### config.mk
export PLATFORM = sky130hd
export DESIGN_NAME = pc_fetch_ctrl
export DESIGN_NICKNAME = d
export VERILOG_FILES = /design/src/rtl/cpu_pkg.sv /design/src/rtl/pc_fetch_ctrl.sv
export SDC_FILE = /design/constraint.sdc
export NUM_CORES = 1
export LEC_CHECK = 0
export BUFFER_PORTS_ARGS = -buffer_cell sky130_fd_sc_hd__buf_2
export CORE_MARGIN = 5
export CORE_UTILIZATION = 47
export CTS_BUF_LIST = sky130_fd_sc_hd__clkbuf_4
export CTS_CLUSTER_DIAMETER = 80
export DETAILED_ROUTE_END_ITERATION = 12
export HOLD_SLACK_MARGIN = 0.15
export PLACE_DENSITY = 0.82
export SLEW_MARGIN = 25
export SYNTH_ARGS = -nofsm -noshare
export SYNTH_HDL_FRONTEND = slang
export SYNTH_SLANG_ARGS = --single-unit
### constraint.sdc
create_clock -name clk -period 2.18 [get_ports clk]
set_input_delay 0.327 -clock clk [delete_from_list [all_inputs] [get_ports clk]]
set_output_delay 0.327 -clock clk [all_outputs]
set_load 0.01 [all_outputs]
### src/rtl/cpu_pkg.sv
// Shared CPU front-end definitions: fetch FSM encoding and datapath defaults.
package cpu_pkg;

    localparam int unsigned PC_W       = 5;
    localparam int unsigned INST_W_DEF = 16;

    localparam logic [PC_W-1:0] RESET_PC_DEF = 5'd0;

    typedef enum logic [1:0] {
        IDLE = 2'd0,
        REQ  = 2'd1,
        HOLD = 2'd2,
        HALT = 2'd3
    } fetch_state_t;

endpackage

### src/rtl/pc_fetch_ctrl.sv
// Instruction fetch controller: owns the PC, issues memory reads, hands one
// registered instruction at a time to decode, and handles redirects and halt.
module pc_fetch_ctrl
    import cpu_pkg::*;
#(
    parameter logic [PC_W-1:0] RESET_PC = RESET_PC_DEF,
    parameter int unsigned     INST_W   = INST_W_DEF
) (
    input  logic              clk,
    input  logic              rst,
    input  logic [PC_W-1:0]   IPC,
    output logic [PC_W-1:0]   PC,
    input  logic              br_take,
    input  logic [PC_W-1:0]   br_target,
    input  logic              halt,
    output logic              imem_req,
    input  logic              imem_ack,
    input  logic [INST_W-1:0] imem_rdata,
    output logic [INST_W-1:0] inst,
    output logic              inst_valid,
    input  logic              inst_ready
);

    fetch_state_t      state;
    fetch_state_t      state_n;
    logic [PC_W-1:0]   pc_n;
    logic [INST_W-1:0] inst_n;
    logic              inst_valid_n;
    logic              redirect_pend;
    logic              redirect_pend_n;

    // Memory request is a pure decode of the fetch state.
    assign imem_req = (state == REQ);

    always_ff @(posedge clk or posedge rst) begin
        if (rst) begin
            state         <= IDLE;
            PC            <= RESET_PC;
            inst          <= '0;
            inst_valid    <= 1'b0;
            redirect_pend <= 1'b0;
        end else begin
            state         <= state_n;
            PC            <= pc_n;
            inst          <= inst_n;
            inst_valid    <= inst_valid_n;
            redirect_pend <= redirect_pend_n;
        end
    end

    always_comb begin
        state_n         = state;
        pc_n            = PC;
        inst_n          = inst;
        inst_valid_n    = inst_valid;
        redirect_pend_n = redirect_pend;

        case (state)
            IDLE: begin
                state_n = halt ? HALT : REQ;
            end

            REQ: begin
                if (imem_ack) begin
                    // Data for a redirected-away address is dropped; re-fetch at the target.
                    if (redirect_pend || br_take) begin
                        redirect_pend_n = 1'b0;
                        if (br_take) begin
                            pc_n = br_target;
                        end
                    end else begin
                        inst_n       = imem_rdata;
                        inst_valid_n = 1'b1;
                        state_n      = HOLD;
                    end
                end else if (br_take) begin
                    redirect_pend_n = 1'b1;
                    pc_n            = br_target;
                end
            end

            HOLD: begin
                if (inst_ready) begin
                    inst_valid_n = 1'b0;
                    pc_n         = br_take ? br_target : IPC;
                    state_n      = halt ? HALT : REQ;
                end
            end

            HALT: begin
            end

            default: begin
                state_n = IDLE;
            end
        endcase
    end

endmodule
Word level (Yosys, flattened, before mapping)
Cells that the tools add are included.
{"block": "op_classes", "add_sub_neg": 0, "mul": 0, "div": 0, "n_lt_le_gt_ge": 0, "n_eq_ne": 7, "n_shift": 0, "n_mux": 18, "bitwise_logic": 1, "reduce_logical": 10}
{"op": "5-bit two-way mux", "n": 5}
{"op": "5-bit case mux with 2 select lines", "n": 1}
{"op": "3-bit AND reduction", "n": 3}
{"op": "2-bit two-way mux", "n": 4}
{"op": "4-bit AND reduction", "n": 2}
{"op": "1-bit two-way mux", "n": 6}
{"op": "2-bit case mux with 3 select lines", "n": 1}
{"op": "2-bit by 1-bit != test with 1-bit output (second input constant)", "n": 2}
{"op": "2-bit != test (second input constant)", "n": 2}
{"op": "2-bit nonzero test", "n": 2}
{"op": "3-bit by 2-bit != test with 1-bit output (second input constant)", "n": 1}
{"op": "3-bit nonzero test", "n": 1}
{"op": "2-bit by 1-bit == test with 1-bit output (second input constant)", "n": 1}
{"op": "2-bit == test (second input constant)", "n": 1}
{"op": "2-bit logical NOT", "n": 1}
{"op": "1-bit case mux with 2 select lines", "n": 1}
{"op": "1-bit logical OR", "n": 1}
{"op": "1-bit inverter", "n": 1}
{"block": "totals", "register_bits": 25, "latchBits": 0, "ram_bits": 0, "rom_bits": 0, "output_inout_bits": 23, "word_cells": 41, "memories": 0}

Logic depth before layout (Yosys ltp)
{"block": "logic_depth", "ltp_word": 4, "depth_mapped": 7}

Least setup slack after synthesis
Ideal clock, no wire load.
{"block": "synth_path", "path_type": "register to register", "startpoint": "reg state[1]", "endpoint": "reg PC[0]", "arrival_time_ps": 1629, "required_time_ps": 2055, "setup_slack_ps": 427, "path_stages_with_launch": 7, "period_less_slack_ps": 1753, "path_cell_list": "dfrtp_1 inv_1 ha_1 and4bb_1 buf_6 nor3_4 mux2_2"}
{"block": "synth_via", "elab_chain_cells": 3}
{"element": "start, declared", "line_no": "pc_fetch_ctrl.sv:24", "source": "fetch_state_t state;"}
{"element": "start signal, assigned", "line_no": "pc_fetch_ctrl.sv:43", "source": "state <= state_n;"}
{"element": "2-bit by 1-bit == test with 1-bit output (*)"}
{"element": "via imem_req", "line_no": "pc_fetch_ctrl.sv:16", "source": "output logic imem_req,"}
{"element": "3-bit by 2-bit != test with 1-bit output (no line) / 2-bit nonzero test (equally long branches)"}
{"element": "3-bit AND reduction (no line)"}
{"element": "end signal, assigned", "line_no": "pc_fetch_ctrl.sv:44", "source": "PC <= pc_n;"}
{"element": "end, declared", "line_no": "pc_fetch_ctrl.sv:12", "source": "output logic [PC_W-1:0] PC,"}
The timed path passes the listed nets; every way through them passes the cells marked *.
A chain may end at the register's enable or synchronous reset.

Worst setup path in the final report
{"block": "layout_path", "startpoint": "reg state[1]", "endpoint": "reg inst[10]"}
{"block": "layout_via", "elab_chain_cells": 2}
{"element": "2-bit by 1-bit == test with 1-bit output", "line_no": "pc_fetch_ctrl.sv:58", "source": "case (state)"}
{"element": "3-bit AND reduction (no line)"}
{"element": "end signal, assigned", "line_no": "pc_fetch_ctrl.sv:45", "source": "inst <= inst_n;"}
{"element": "end, declared", "line_no": "pc_fetch_ctrl.sv:19", "source": "output logic [INST_W-1:0] inst,"}
Every way passes these cells.

==> impl_metrics.env <==
export IMPL_run_status="completed"
export IMPL_synth_edff_count=0
export IMPL_share_of_synthesized_flip_flops_with_an_asynchronous_set_or_reset_pct=100
export IMPL_global_route_overflow_total=0
export IMPL_postSynthCellCount=76
export IMPL_tritoncts="done"
export IMPL_ctsHoldBuffers=0
export IMPL_final_net_count=170
export IMPL_cts_root_buf="sky130_fd_sc_hd__clkbuf_4"
export IMPL_cell_internal_pwr_mw=1.23
export IMPL_place_gp_congestion=0.844
export IMPL_tightest_slew_ns=0.848
export IMPL_finalHoldWorstSlack_ns=0.208
export IMPL_syn_cell_area_sq_mm=0.00111
export IMPL_worst_setup_path_end_kind="register"
export IMPL_post_dp_hpwl_mm=1.88
export IMPL_floorplan_initialDensity_pct=49.8
export IMPL_clock_sink_count=25
export IMPL_ff2ff_path_depth=5
export IMPL_r2r_end="inst[10]"
export IMPL_worst_ep_required_time_ns=2.39
export IMPL_detail_route_wl_per_cell_microns=14.3
export IMPL_die_w_microns=58.7
export IMPL_period_minus_slack_ns=1.82
export IMPL_worstSetupStartpointType="register"
export IMPL_whs_path_depth=2
export IMPL_boundaryPins=55
export IMPL_cellPowerDensity_mw_per_mm2=1300
export IMPL_leakage_nw=0.721
export IMPL_cts_htree_levels=1
export IMPL_overall_die_area_sq_mm=0.00344
export IMPL_netlist_cell_type_count=20
export IMPL_routed_via_density=5.02
export IMPL_drc=0
export IMPL_syn_to_final_growth_pct=30.0
export IMPL_share_seq_of_total_power_pct=43.0
export IMPL_min_delay_start="imem_ack"
export IMPL_sw_share_pct=34.9
export IMPL_diodes=0
export IMPL_grt_antenna_before_repair=0
export IMPL_grt_start_max_net_pins=26
export IMPL_multiInputGateArea_sq_um=453
export IMPL_yosys_warnings=0
export IMPL_cts_buffers=3
export IMPL_number_of_global_route_vias_before_repair=936
export IMPL_yosysTopAreaCell="sky130_fd_sc_hd__dfrtp_1"
export IMPL_row_count=17
export IMPL_max_vdd_ir_drop_uv=808
export IMPL_ys_seq_area_share_pct=56.2
export IMPL_netSwitchingPower_uw=658
export IMPL_crit_type="reg2reg"
export IMPL_timing_slew_headroom_pct=43.1
export IMPL_cp_arrival_ns=2.03
export IMPL_filler_cell_count=182
export IMPL_clockPowerShare_pct=10.9
export IMPL_synth_top_cells_by_area="sky130_fd_sc_hd__dfrtp_1 (56%), sky130_fd_sc_hd__mux2_2 (26%), sky130_fd_sc_hd__ha_1 (3.4%)"
export IMPL_clk_pin_slew_ns=0.14
export IMPL_synth_ff_type="sky130_fd_sc_hd__dfrtp_1"
export IMPL_hold_path_class="in2reg"
export IMPL_finalHoldViolCount=0
export IMPL_hold_path_end="redirect_pend"
export IMPL_worst_setup_path_startpoint="state[1]"
export IMPL_post_synth_most_frequent_cells="sky130_fd_sc_hd__mux2_2 (26), sky130_fd_sc_hd__dfrtp_1 (25), sky130_fd_sc_hd__inv_1 (4)"
export IMPL_r2r_start="state[1]"
export IMPL_final_antenna_net_count=0
export IMPL_fin_worst_skew_ns=0.00744
export IMPL_global_route_wire_length_before_repair_mm=3.89
export IMPL_count_of_buffers_from_port_buffering=54
export IMPL_period_utilization_pct=83.3
export IMPL_setup_repair_after_global_routing_missed_its_margin="no"
export IMPL_setup_reg_to_reg_worst_slack_ns=0.36
export IMPL_post_cts_buffers=0
export IMPL_globalRouteTotalUtil_pct=14.6
export IMPL_finalSetupViolCount=0
export IMPL_post_route_cells_drive_above_1_share_pct=65.7
export IMPL_clock_insertion_delay_worst_skew_ns=0.31
export IMPL_register_area_sq_um=626
export IMPL_cts_path_max_buffers=2
export IMPL_die_h_microns=58.7
export IMPL_placedCellCount=157
export IMPL_fmaxAchievable_mhz=551
export IMPL_ys_ff_latch=25
export IMPL_detailedRoute_firstIterationViolations=7
export IMPL_drtPass1Iterations=4
export IMPL_crit_fanout=17
export IMPL_number_of_standard_cells_in_the_layout_taps_in_and_fillers_out=162
export IMPL_slew_viol_final=0
export IMPL_comb_power_share_pct=46.1
export IMPL_timing_max_cap_violations=0
export IMPL_postSynthNetCount=111
export IMPL_finalPower_mw=1.88
export IMPL_cts_resized_gates=0
export IMPL_route_vias_total=813
export IMPL_post_synth_top_area_fraction_pct=56.2
export IMPL_postRouteWirelength_mm=2.32
export IMPL_synth_most_common_cell="sky130_fd_sc_hd__mux2_2"
export IMPL_placeableCoreArea_sq_mm=0.00223
export IMPL_setup_total_negative_slack_ns=0
export IMPL_synth_area_per_cell_sq_um=14.6
[layout by cell type (no fill, tap or decap)]
cell                            count
sky130_fd_sc_hd__nand2b_1           1
sky130_fd_sc_hd__nor2b_1            1
sky130_fd_sc_hd__nor2_1             1
sky130_fd_sc_hd__nor3_4             1
sky130_fd_sc_hd__buf_4              1
sky130_fd_sc_hd__clkbuf_4           3
sky130_fd_sc_hd__inv_1              3
sky130_fd_sc_hd__a21oi_1            2
sky130_fd_sc_hd__or3b_2             1
sky130_fd_sc_hd__clkinvlp_4         1
sky130_fd_sc_hd__clkinv_1           1
sky130_fd_sc_hd__dlygate4sd3_1      1
sky130_fd_sc_hd__nor3_1             1
sky130_fd_sc_hd__dfrtp_1           25
sky130_fd_sc_hd__and4bb_1           1
sky130_fd_sc_hd__o22ai_1            2
sky130_fd_sc_hd__ha_1               3
sky130_fd_sc_hd__o32a_1             1
sky130_fd_sc_hd__a21boi_0           1
sky130_fd_sc_hd__mux2i_1            1
sky130_fd_sc_hd__or2_2              1
sky130_fd_sc_hd__a211oi_1           1
sky130_fd_sc_hd__buf_2             54
sky130_fd_sc_hd__mux2_2            26
[per-stage QoR]
| stage | setup slack [ns] | instance area [sq um] | util [%] |
|---|---|---|---|
| floorplan | 0.427 | 1110 | - |
| global placement | 0.455 | 1410 | 63.0 |
| detailed placement | 0.371 | 1410 | 63.0 |
| CTS | 0.358 | 1440 | 64.3 |
| global route | 0.257 | 1450 | 64.8 |
| finish | 0.364 | 1450 | 64.8 |
[registers in the layout, summed over array words and instances (netlist names)]
name / cells
PC: 5
inst: 16
inst_valid: 1
redirect_pend: 1
state: 2
[how the worst max path moves through the flow]
stage,cells past startpoint,end,slack [ns]
global placement,5,inst[2],0.45
CTS,5,inst[10],0.36
global route,5,inst[1],0.26
finish,5,inst[10],0.36
detailed placement,5,inst[10],0.37
floorplan,6,PC[0],0.43
[power by group through the flow]
stage | clock (mW) | sequential, mW | combinational (mW)
2_1_floorplan | 0 | 0.910 | 0.462
3_3_place_gp | 0 | 0.809 | 0.852
3_5_place_dp | 0 | 0.820 | 0.885
4_1_cts | 0.217 | 0.812 | 0.884
5_1_grt | 0.237 | 0.845 | 0.947
6_report | 0.206 | 0.809 | 0.869
[cell type report]
type	instances	area share, %
multi-input combinational	45	31.3
clock buffer	3	1.56
tap	28	2.42
timing repair buffer	56	19.9
clock inverter	1	0.519
inverter	4	1.04
sequential	25	43.3
[layer usage]
| layer | wire [microns] | GRT usage, % | part of all wire [%] |
|---|---|---|---|
| met5 | 0 | 0 | 0 |
| met1 | 909 | 15.7 | 39 |
| met2 | 1260 | 27.1 | 54 |
| met4 | 16 | 6.47 | 0.69 |
| met3 | 130 | 3.07 | 5.6 |
[worst max-delay path, cell delays in order, from the launching register on]
cell	delay [ns]
sky130_fd_sc_hd__dfrtp_1	0.44
sky130_fd_sc_hd__inv_1	0.07
sky130_fd_sc_hd__ha_1	0.27
sky130_fd_sc_hd__and4bb_1	0.31
sky130_fd_sc_hd__buf_4	0.27
sky130_fd_sc_hd__mux2_2	0.36
[kinds of logic after synthesis]
family	synth area share (%)
compound gates	4.27
fa+ha+maj	3.37
buf+inv	3.04
flops	56.2
mux	27.2
simple gates	5.85
(Power assumes the default switching activity.)
